**src/rtl/fifo_sched_pkg.sv**
```systemverilog
// -----------------------------------------------------------------------------
// fifo_sched_pkg
// Shared definitions for the FIFO write/read scheduler (fifo_wr_sched) and its
// round-robin arbiter (fifo_rr_arb):
//   - arb_state_t : arbiter owner encoding (OWN0 / OWN1)
//   - cnt_w()     : occupancy counter width for a given FIFO depth
//   - other_own() : the owner that is not the given one
//   - DEF_*       : default data width, FIFO depth and burst limit
// Optional build macro used by the arbiter: FIFO_SCHED_STRICT_PRIO_EN.
// -----------------------------------------------------------------------------
package fifo_sched_pkg;

  // Arbiter owner: the owner is the preferred requester when both ask.
  typedef enum logic {
    OWN0 = 1'b0,
    OWN1 = 1'b1
  } arb_state_t;

  localparam int DEF_B     = 8;
  localparam int DEF_DEPTH = 16;
  localparam int DEF_BURST = 4;

  // The counter must be able to hold the value DEPTH itself.
  function automatic int cnt_w(input int depth);
    return $clog2(depth + 1);
  endfunction

  localparam int CNT_W = cnt_w(DEF_DEPTH);

  function automatic arb_state_t other_own(input arb_state_t s);
    return (s == OWN0) ? OWN1 : OWN0;
  endfunction

endpackage

```
**src/rtl/fifo_rr_arb.sv**
```systemverilog
// -----------------------------------------------------------------------------
// fifo_rr_arb
// Two-way burst-limited round-robin arbiter for the shared FIFO write port.
// Grants are combinational; owner state and burst counter are registered.
//
// Parameters:
//   BURST  maximum consecutive grants to the owner while the other requests
// Ports:
//   clk    in   rising-edge clock
//   rst    in   synchronous active-low reset
//   elig   in   a grant may be issued this cycle (room in FIFO, not in reset)
//   req0   in   requester 0 has a word
//   req1   in   requester 1 has a word
//   gnt0   out  grant to requester 0 (combinational, never without req0)
//   gnt1   out  grant to requester 1 (combinational, never without req1)
//
// Build option: FIFO_SCHED_STRICT_PRIO_EN defined makes requester 0 win every
// contested cycle; the owner/burst state then has no effect on the grants.
// -----------------------------------------------------------------------------
module fifo_rr_arb
  import fifo_sched_pkg::*;
#(
  parameter int BURST = DEF_BURST
) (
  input  logic clk,
  input  logic rst,
  input  logic elig,
  input  logic req0,
  input  logic req1,
  output logic gnt0,
  output logic gnt1
);

  localparam int            BW   = $clog2(BURST + 1);
  localparam logic [BW-1:0] BMAX = BW'(BURST);
  localparam logic [BW-1:0] BONE = BW'(1);

  arb_state_t    state;
  logic [BW-1:0] bcnt;

  logic own_req;
  logic oth_req;
  logic pick_own;
  logic pick_oth;

  // Grant decision, expressed relative to the current owner.
  always_comb begin
    own_req  = (state == OWN0) ? req0 : req1;
    oth_req  = (state == OWN0) ? req1 : req0;
    pick_own = 1'b0;
    pick_oth = 1'b0;
    gnt0     = 1'b0;
    gnt1     = 1'b0;
`ifdef FIFO_SCHED_STRICT_PRIO_EN
    gnt0     = elig & req0;
    gnt1     = elig & req1 & ~req0;
    pick_own = (state == OWN0) ? gnt0 : gnt1;
    pick_oth = (state == OWN0) ? gnt1 : gnt0;
`else
    if (elig) begin
      if (own_req && oth_req) begin
        // Contested: the owner keeps the port until its burst is used up.
        if (bcnt < BMAX) begin
          pick_own = 1'b1;
        end else begin
          pick_oth = 1'b1;
        end
      end else begin
        pick_own = own_req;
        pick_oth = oth_req;
      end
    end
    gnt0 = (state == OWN0) ? pick_own : pick_oth;
    gnt1 = (state == OWN0) ? pick_oth : pick_own;
`endif
  end

  // Owner / burst bookkeeping. bcnt saturates at BURST so that an
  // uncontested owner streak cannot wrap and reopen a fresh burst.
  always_ff @(posedge clk) begin
    if (!rst) begin
      state <= OWN0;
      bcnt  <= '0;
    end else if (pick_own) begin
      bcnt  <= (bcnt == BMAX) ? BMAX : bcnt + BONE;
    end else if (pick_oth) begin
      state <= other_own(state);
      bcnt  <= BONE;
    end
  end

endmodule

```
**src/rtl/fifo_wr_sched.sv**
```systemverilog
// -----------------------------------------------------------------------------
// fifo_wr_sched
// Write/read scheduler for the shared byte FIFO. Two producers share the FIFO
// write port via a burst-limited round-robin arbiter; one consumer drains it
// through a gated read strobe. A private occupancy count (including the word
// held in the write register) keeps grants from overflowing the FIFO and reads
// from underflowing it.
//
// Parameters:
//   B      data width
//   DEPTH  FIFO capacity in words
//   BURST  max consecutive grants to one requester while the other requests
// Ports:
//   clk     in   rising-edge clock
//   rst     in   synchronous active-low reset (shared with the FIFO)
//   req0    in   requester 0 has a word (data0 stable while req0=1)
//   data0   in   requester 0 write data
//   gnt0    out  combinational grant to requester 0
//   req1    in   requester 1 has a word (data1 stable while req1=1)
//   data1   in   requester 1 write data
//   gnt1    out  combinational grant to requester 1
//   take    in   consumer requests one word
//   full    in   FIFO full flag
//   empty   in   FIFO empty flag
//   wr      out  registered FIFO write strobe
//   w_data  out  registered FIFO write data
//   rd      out  combinational FIFO read strobe
//   count   out  committed occupancy, including a write in flight
//
// Build option: FIFO_SCHED_STRICT_PRIO_EN (see fifo_rr_arb).
// -----------------------------------------------------------------------------
module fifo_wr_sched
  import fifo_sched_pkg::*;
#(
  parameter int B     = DEF_B,
  parameter int DEPTH = DEF_DEPTH,
  parameter int BURST = DEF_BURST
) (
  input  logic                       clk,
  input  logic                       rst,
  input  logic                       req0,
  input  logic [B-1:0]               data0,
  output logic                       gnt0,
  input  logic                       req1,
  input  logic [B-1:0]               data1,
  output logic                       gnt1,
  input  logic                       take,
  input  logic                       full,
  input  logic                       empty,
  output logic                       wr,
  output logic [B-1:0]               w_data,
  output logic                       rd,
  output logic [$clog2(DEPTH+1)-1:0] count
);

  localparam int            CW       = cnt_w(DEPTH);
  localparam logic [CW-1:0] FULL_CNT = CW'(DEPTH);

  logic          elig;
  logic          acc;
  logic [CW-1:0] landed;

  // Eligibility uses the committed count only: a read in this same cycle
  // does not free a slot for a grant until the next cycle.
  assign elig = (count < FULL_CNT) & ~full & rst;

  fifo_rr_arb #(
    .BURST (BURST)
  ) u_arb (
    .clk  (clk),
    .rst  (rst),
    .elig (elig),
    .req0 (req0),
    .req1 (req1),
    .gnt0 (gnt0),
    .gnt1 (gnt1)
  );

  assign acc = (req0 & gnt0) | (req1 & gnt1);

  // The word sitting in the write register is counted but not yet readable.
  assign landed = count - CW'(wr);
  assign rd     = take & (landed != '0) & ~empty & rst;

  // Stage p0 -> FIFO: registered write strobe and data.
  always_ff @(posedge clk) begin
    if (!rst) begin
      wr     <= 1'b0;
      w_data <= '0;
    end else begin
      wr <= acc;
      if (acc) begin
        w_data <= gnt1 ? data1 : data0;
      end
    end
  end

  // Occupancy: accept and read in the same cycle cancel out.
  always_ff @(posedge clk) begin
    if (!rst) begin
      count <= '0;
    end else begin
      count <= count + CW'(acc) - CW'(rd);
    end
  end

endmodule

```
**config.mk**
```make
export PLATFORM = sky130hd
export DESIGN_NAME = fifo_wr_sched
export DESIGN_NICKNAME = d
export VERILOG_FILES = /design/src/rtl/fifo_sched_pkg.sv /design/src/rtl/fifo_rr_arb.sv /design/src/rtl/fifo_wr_sched.sv
export SDC_FILE = /design/constraint.sdc
export NUM_CORES = 1
export LEC_CHECK = 0
export CORE_MARGIN = 2
export CORE_UTILIZATION = 40
export DETAILED_ROUTE_END_ITERATION = 6
export PLACE_DENSITY_LB_ADDON = 0.25
export SYNTH_ARGS = -nofsm -noshare
export SYNTH_HDL_FRONTEND = slang
export SYNTH_HIERARCHICAL = 1
export SYNTH_SLANG_ARGS = --single-unit
```
**constraint.sdc**
```tcl
create_clock -name clk -period 3.5 [get_ports clk]
set_clock_uncertainty 0.1 [all_clocks]
set_input_delay 0.35 -clock clk [delete_from_list [all_inputs] [get_ports clk]]
set_output_delay 0.35 -clock clk [all_outputs]
set_load 0.01 [all_outputs]
```
-- Word-level counts from Yosys, hierarchy flattened
Index checks and enable logic that the tools add are counted.
- add/subtract/negate cells: 4
- magnitude comparators: 2
- equal/unequal tests: 1
- muxes and demuxes: 15
- bitwise logic cells: 11
- reduce and logical (&&, ||, !) cells: 4
- operators with widths (operator ; count):
    $mux W1 ; 11
    $sub A5 B1 Y5 ; 2
    $mux W3 ; 3
    $mux W8 ; 1
    $and A1 B1 Y1 ; 7
    $add A5 B1 Y5 ; 1
    $lt A5 B5 Y1 const B ; 1
    $reduce_bool A5 Y1 ; 1
    $add A3 B1 Y3 const B ; 1
    $eq A3 B3 Y1 const B ; 1
    $lt A3 B3 Y1 const B ; 1
    $not A1 Y1 ; 3
    $reduce_and A2 Y1 ; 1
    $reduce_bool A2 Y1 ; 1
    $logic_and A1 B1 Y1 ; 1
    $or A1 B1 Y1 ; 1
- register bits after elaboration: 18

-- Longest topological paths before layout
- depth in word-level cells: 9
- depth in mapped cells: 18
- mapped depth without buffers: 14

-- Cells and area by module
The synthesis kept the hierarchy.
- modules (own cells, without submodules) (module ; instances ; cells an instance ; area an instance (um2) ; seq. area each (um2)):
    fifo_wr_sched ; 1 ; 86 ; 859.6 ; 280.3
    fifo_rr_arb ; 1 ; 39 ; 307.8 ; 80.1

-- Worst setup path before layout
No wires, ideal clock.
- path type: in2reg
- start point: input rst
- end point: register count[4]
- library setup time: 0.140 ns
- arrival: 3.132 ns
- required time: 3.260 ns
- setup slack: 0.128 ns
- cell stages on the path: 18
- buffers on the path: 5
- path through: inv_2 -> clkbuf_1 -> nor3_1 -> buf_4 -> o211a_1 -> buf_6 -> a22o_4 -> buf_6 -> buf_6 -> inv_2 -> ha_1 -> inv_1 -> ha_1 -> inv_1 -> fa_1 -> nor3_1 -> or4_1 -> a21oi_1
- cells in the longest elaborated chain, start to end: 7
- elaborated cells on any way between the ends: 11
- classes of those cells: add/sub: 2; mux: 4; bitwise: 5
- RTL lines (item ; line ; RTL):
    from (decl) ; fifo_wr_sched.sv:40 ; input logic rst,
    $and A1 B1 Y1 (*) ; fifo_wr_sched.sv:65 ; assign elig = (count < FULL_CNT) & ~full & rst;
    named net elig ; fifo_wr_sched.sv:59 ; logic elig;
    $mux W1 ; fifo_rr_arb.sv:60 ; if (elig) begin
    $mux W1 (*) ; fifo_rr_arb.sv:74 ; gnt1 = (state == OWN0) ? pick_oth : pick_own;
    named net gnt1 ; fifo_wr_sched.sv:46 ; output logic gnt1,
    $and A1 B1 Y1 (*) ; fifo_wr_sched.sv:79 ; assign acc = (req0 & gnt0) | (req1 & gnt1);
    $or A1 B1 Y1 (*) ; fifo_wr_sched.sv:79 ;
    $add A5 B1 Y5 (*) ; fifo_wr_sched.sv:103 ; count <= count + CW'(acc) - CW'(rd);
    $sub A5 B1 Y5 (*) ; fifo_wr_sched.sv:103 ;
    to (signal assigned) ; fifo_wr_sched.sv:103 ;
    to (decl) ; fifo_wr_sched.sv:53 ; output logic [$clog2(DEPTH+1)-1:0] count
The timed path passes the listed nets; every way through them passes the cells marked *.
A chain may end at the register's enable or synchronous reset.

-- Worst setup path after layout
- start point: input rst
- end point: register count[4]
- cells in the longest elaborated chain, start to end: 7
- elaborated cells on any way between the ends: 11
- classes of those cells: add/sub: 2; mux: 4; bitwise: 5
- RTL lines (item ; line):
    $and A1 B1 Y1 (*) ; fifo_wr_sched.sv:65
    named net elig ; fifo_wr_sched.sv:59
    $mux W1 ; fifo_rr_arb.sv:60
    $mux W1 (on tied branches) ; fifo_rr_arb.sv:73, fifo_rr_arb.sv:74
    $and A1 B1 Y1 ; fifo_wr_sched.sv:79
    $or A1 B1 Y1 (*) ; fifo_wr_sched.sv:79
    $add A5 B1 Y5 (*) ; fifo_wr_sched.sv:103
    $sub A5 B1 Y5 (*) ; fifo_wr_sched.sv:103
Marked as above.

==> flow_summary.ini <==
[synth]
yosys_register_bits = 18
synth-edff-count = 0
netlist_area_mm2 = 0.00117
synth_mux_area_frac = 0.0772
async_flop_share = 0
ys.flop_type = dfxtp_1
yosysWarnings = 6
synth.distinct_cells = 36
synth_fp_nets = 159
synth_compound_area_frac = 0.196
ys_seq_area_frac = 0.309
synth-xor-area-share = 0.0375
synth_top_family_by_area = compound AO/OA/AOI/OAI gates
synth_fa_ha_area_frac = 0.124
synth_cells = 125
syn_area_per_cell_um2 = 9.34
synthSimpleGateAreaFrac = 0.162

[setup_path]
crit_slowest_cell = clkdlybuf4s50_1
cp.required_ns = 3.64
cp_max_fo = 4
slowest_delay_ns = 0.50
critical-path-top-delay-family = simple AND/OR/NAND/NOR gates
worst-path-buf-inv = 5
endpoint_kind = flip-flop
worstSetupPathType = primary input to flip-flop
critPathArrivalTime_ns = 3.23
r2r_slack_ns = 0.56
start_kind = primary input
crit_chain = clkdlybuf4s50_1 -> inv_2 -> nor3_1 -> nand2_1 -> a21oi_1 -> a22o_4 -> inv_2 -> ha_1 -> inv_1 -> ha_1 -> inv_1 -> fa_1 -> nor3_1 -> or4_1 -> a21oi_1

[floorplanning]
core_mm2 = 0.00276
initial_core_util = 0.423
dieArea_mm2 = 0.00337
rows = 19
die_height_um = 58.0
top_level_ports = 40
die_x_um = 58.0

[cts]
cts_hold_buf = 0
post_cts_resized = 0
cts_sinks = 18
cts_root_buf = clkbuf_4
htreeDepth = 1
cts_tree = yes
postCtsSetupRepairBufs = 0
cts_buffers = 3
clk_pin_slew_ns = 0.11
clkLatencyLatePin_ns = 0.30
clock_path_buffers = 2

[timing]
finalHoldViolCount = 0
final.period_utilization = 0.883
period_needed_ns = 3.09
timing.hold.ws_ns = 0.439
fin_setup_tns_ns = 0
final_max_slew_viol_count = 0
layout_setup_ws_ns = 0.410
maxSlewHeadroom = 0.729
setup_viol = 0
rsz0062_at_grt = false
fmax_mhz = 324
tightest_slew_ns = 0.404

[final_layout]
diodes = 0
fill_cells = 258
synthToLayoutAreaGrowth_pct = 37.8
drive_gt1_frac = 0.139
finalInstanceArea_mm2 = 0.00161
nets = 201

[detailed_routing]
vias_per_cell = 5.29
drt_wl_total_um = 2730
ant_nets = 0
drt-initial-drc-count = 9
vias = 1042
drc_errors = 0
wire_per_inst_um = 13.9
drtPass1Iterations = 4

[placed_design]
dp.final_hpwl_um = 2190
place_congestion = 0.755
dpl_cell_area_mm2 = 0.00157
dp_slack_ns = 0.0992
io_buffers = 39

[pwr]
ir_drop_mv = 0.418
power_density_mw_per_mm2 = 464
p_leak_nw = 0.632
power_uw = 747

[hold_path]
holdCritPathClass = flip-flop to flip-flop

[global_routing]
grt_usage = 0.172
grt_overflow = 0
first_global_vias = 1023
busiest_layer = met2
antenna_found_initial = 0
grt_pass1_wl_um = 4370
grt_max_degree = 17
grtUsageMet2 = 0.326
globalRouteMet3Util = 0.0268
use_met1 = 0.186

[job]
max-cap-violations = 0

[outcome]
status = complete, no violations
[worst paths after layout]
check                              start                     end  cells past startpoint
setup / recovery                     rst     count[4]$_SDFF_PN0_                     15
hold / removal    w_data[5]$_SDFFE_PN0N_  w_data[5]$_SDFFE_PN0N_                      2
setup reg to reg     count[4]$_SDFF_PN0_     count[4]$_SDFF_PN0_                     13
hold reg to reg   w_data[5]$_SDFFE_PN0N_  w_data[5]$_SDFFE_PN0N_                      2
[routing by layer]
layer,wire [um],vias to the layer above
li1,-,513
met1,1100,491
met2,1430,33
met3,156,5
met4,47,0
met5,0,-
[report_power, final]
group	leakage [nW]	internal [mW]	total, mW	switching [mW]
clock network	0.0210	0.0635	0.133	0.0694
registers	0.147	0.234	0.273	0.0384
logic	0.464	0.185	0.342	0.157
[worst reg2reg max path: stages, from the launching register on]
cell	delay (ns)
dfxtp_1	0.40
nor3_1	0.40
nand2_1	0.10
a21oi_1	0.21
a22o_4	0.18
inv_2	0.04
ha_1	0.26
inv_1	0.04
ha_1	0.18
inv_1	0.07
fa_1	0.20
nor3_1	0.08
or4_1	0.49
a21oi_1	0.14
[sequential cells by signal, summed over array words and instances, names as in the netlist]
name         cells
u_arb/bcnt       3
wr               1
count            5
w_data           8
u_arb/state      1
[cells by family (layout without fill, tap and decap cells)]
| kind of cell | count (synthesis) | after routing |
|---|---|---|
| AND/OR/NAND/NOR | 36 | 36 |
| AO/OA/AOI/OAI | 26 | 26 |
| buffers and inverters | 20 | 61 |
| flip-flops | 18 | 18 |
| adder cells (fa/ha/maj) | 11 | 11 |
| multiplexers | 9 | 9 |
| XOR/XNOR | 5 | 5 |
[through the flow]
stage | util | instances
floorplan | - | 125
global placement | 0.570 | 193
detailed placement | 0.570 | 193
CTS | 0.583 | 197
global route | 0.583 | 197
finish | 0.583 | 197
[cells in the final DEF, fill, tap and decap left out]
cell	synthesis	final
a211oi_2	8	8
a21boi_0	1	1
a21oi_1	6	6
a22o_4	1	1
a31oi_1	2	2
a32o_2	1	1
and2_1	1	1
and3_1	1	1
buf_4	1	5
clkbuf_4	0	3
clkbuf_8	0	1
clkdlybuf4s50_1	0	39
dfxtp_1	18	18
fa_1	1	1
ha_1	10	10
inv_1	11	11
inv_2	2	2
mux2i_1	9	9
nand2_1	6	6
nand2_2	1	1
nand2b_1	1	1
nand3_1	1	1
nand3b_1	2	2
nand4b_1	2	2
nor2_1	12	12
nor2b_1	2	2
nor3_1	4	4
nor3b_2	1	1
nor4_1	1	1
o211a_1	2	2
o21ai_0	3	3
o21bai_1	1	1
o31ai_1	1	1
or4_1	1	1
xnor2_1	1	1
xor2_1	4	4
[cell usage after synthesis (2+ instances only)]
library cell  number  area (um^2)
nor2_1            12         45.0
inv_1             11         41.3
nand3b_1           2         15.0
nand2_1            6         22.5
inv_2              2         7.51
nand4b_1           2         17.5
a211oi_2           8          100
o21ai_0            3         15.0
nor2b_1            2         12.5
a21oi_1            6         30.0
buf_6              4         45.0
ha_1              10          125
a31oi_1            2         12.5
dfxtp_1           18          360
nor3_1             4         20.0
mux2i_1            9         90.1
xor2_1             4         35.0
o211a_1            2         20.0
[final cells by class]
class                           instances  area [um^2]  area share
Clock buffer                            4         36.3      0.0226
Inverter                               13         48.8      0.0303
Multi-Input combinational cell         87          697       0.433
Sequential cell                        18          360       0.224
Tap cell                               31         38.8      0.0241
Timing Repair Buffer                   44          428       0.266
(Power assumes the default switching activity.)
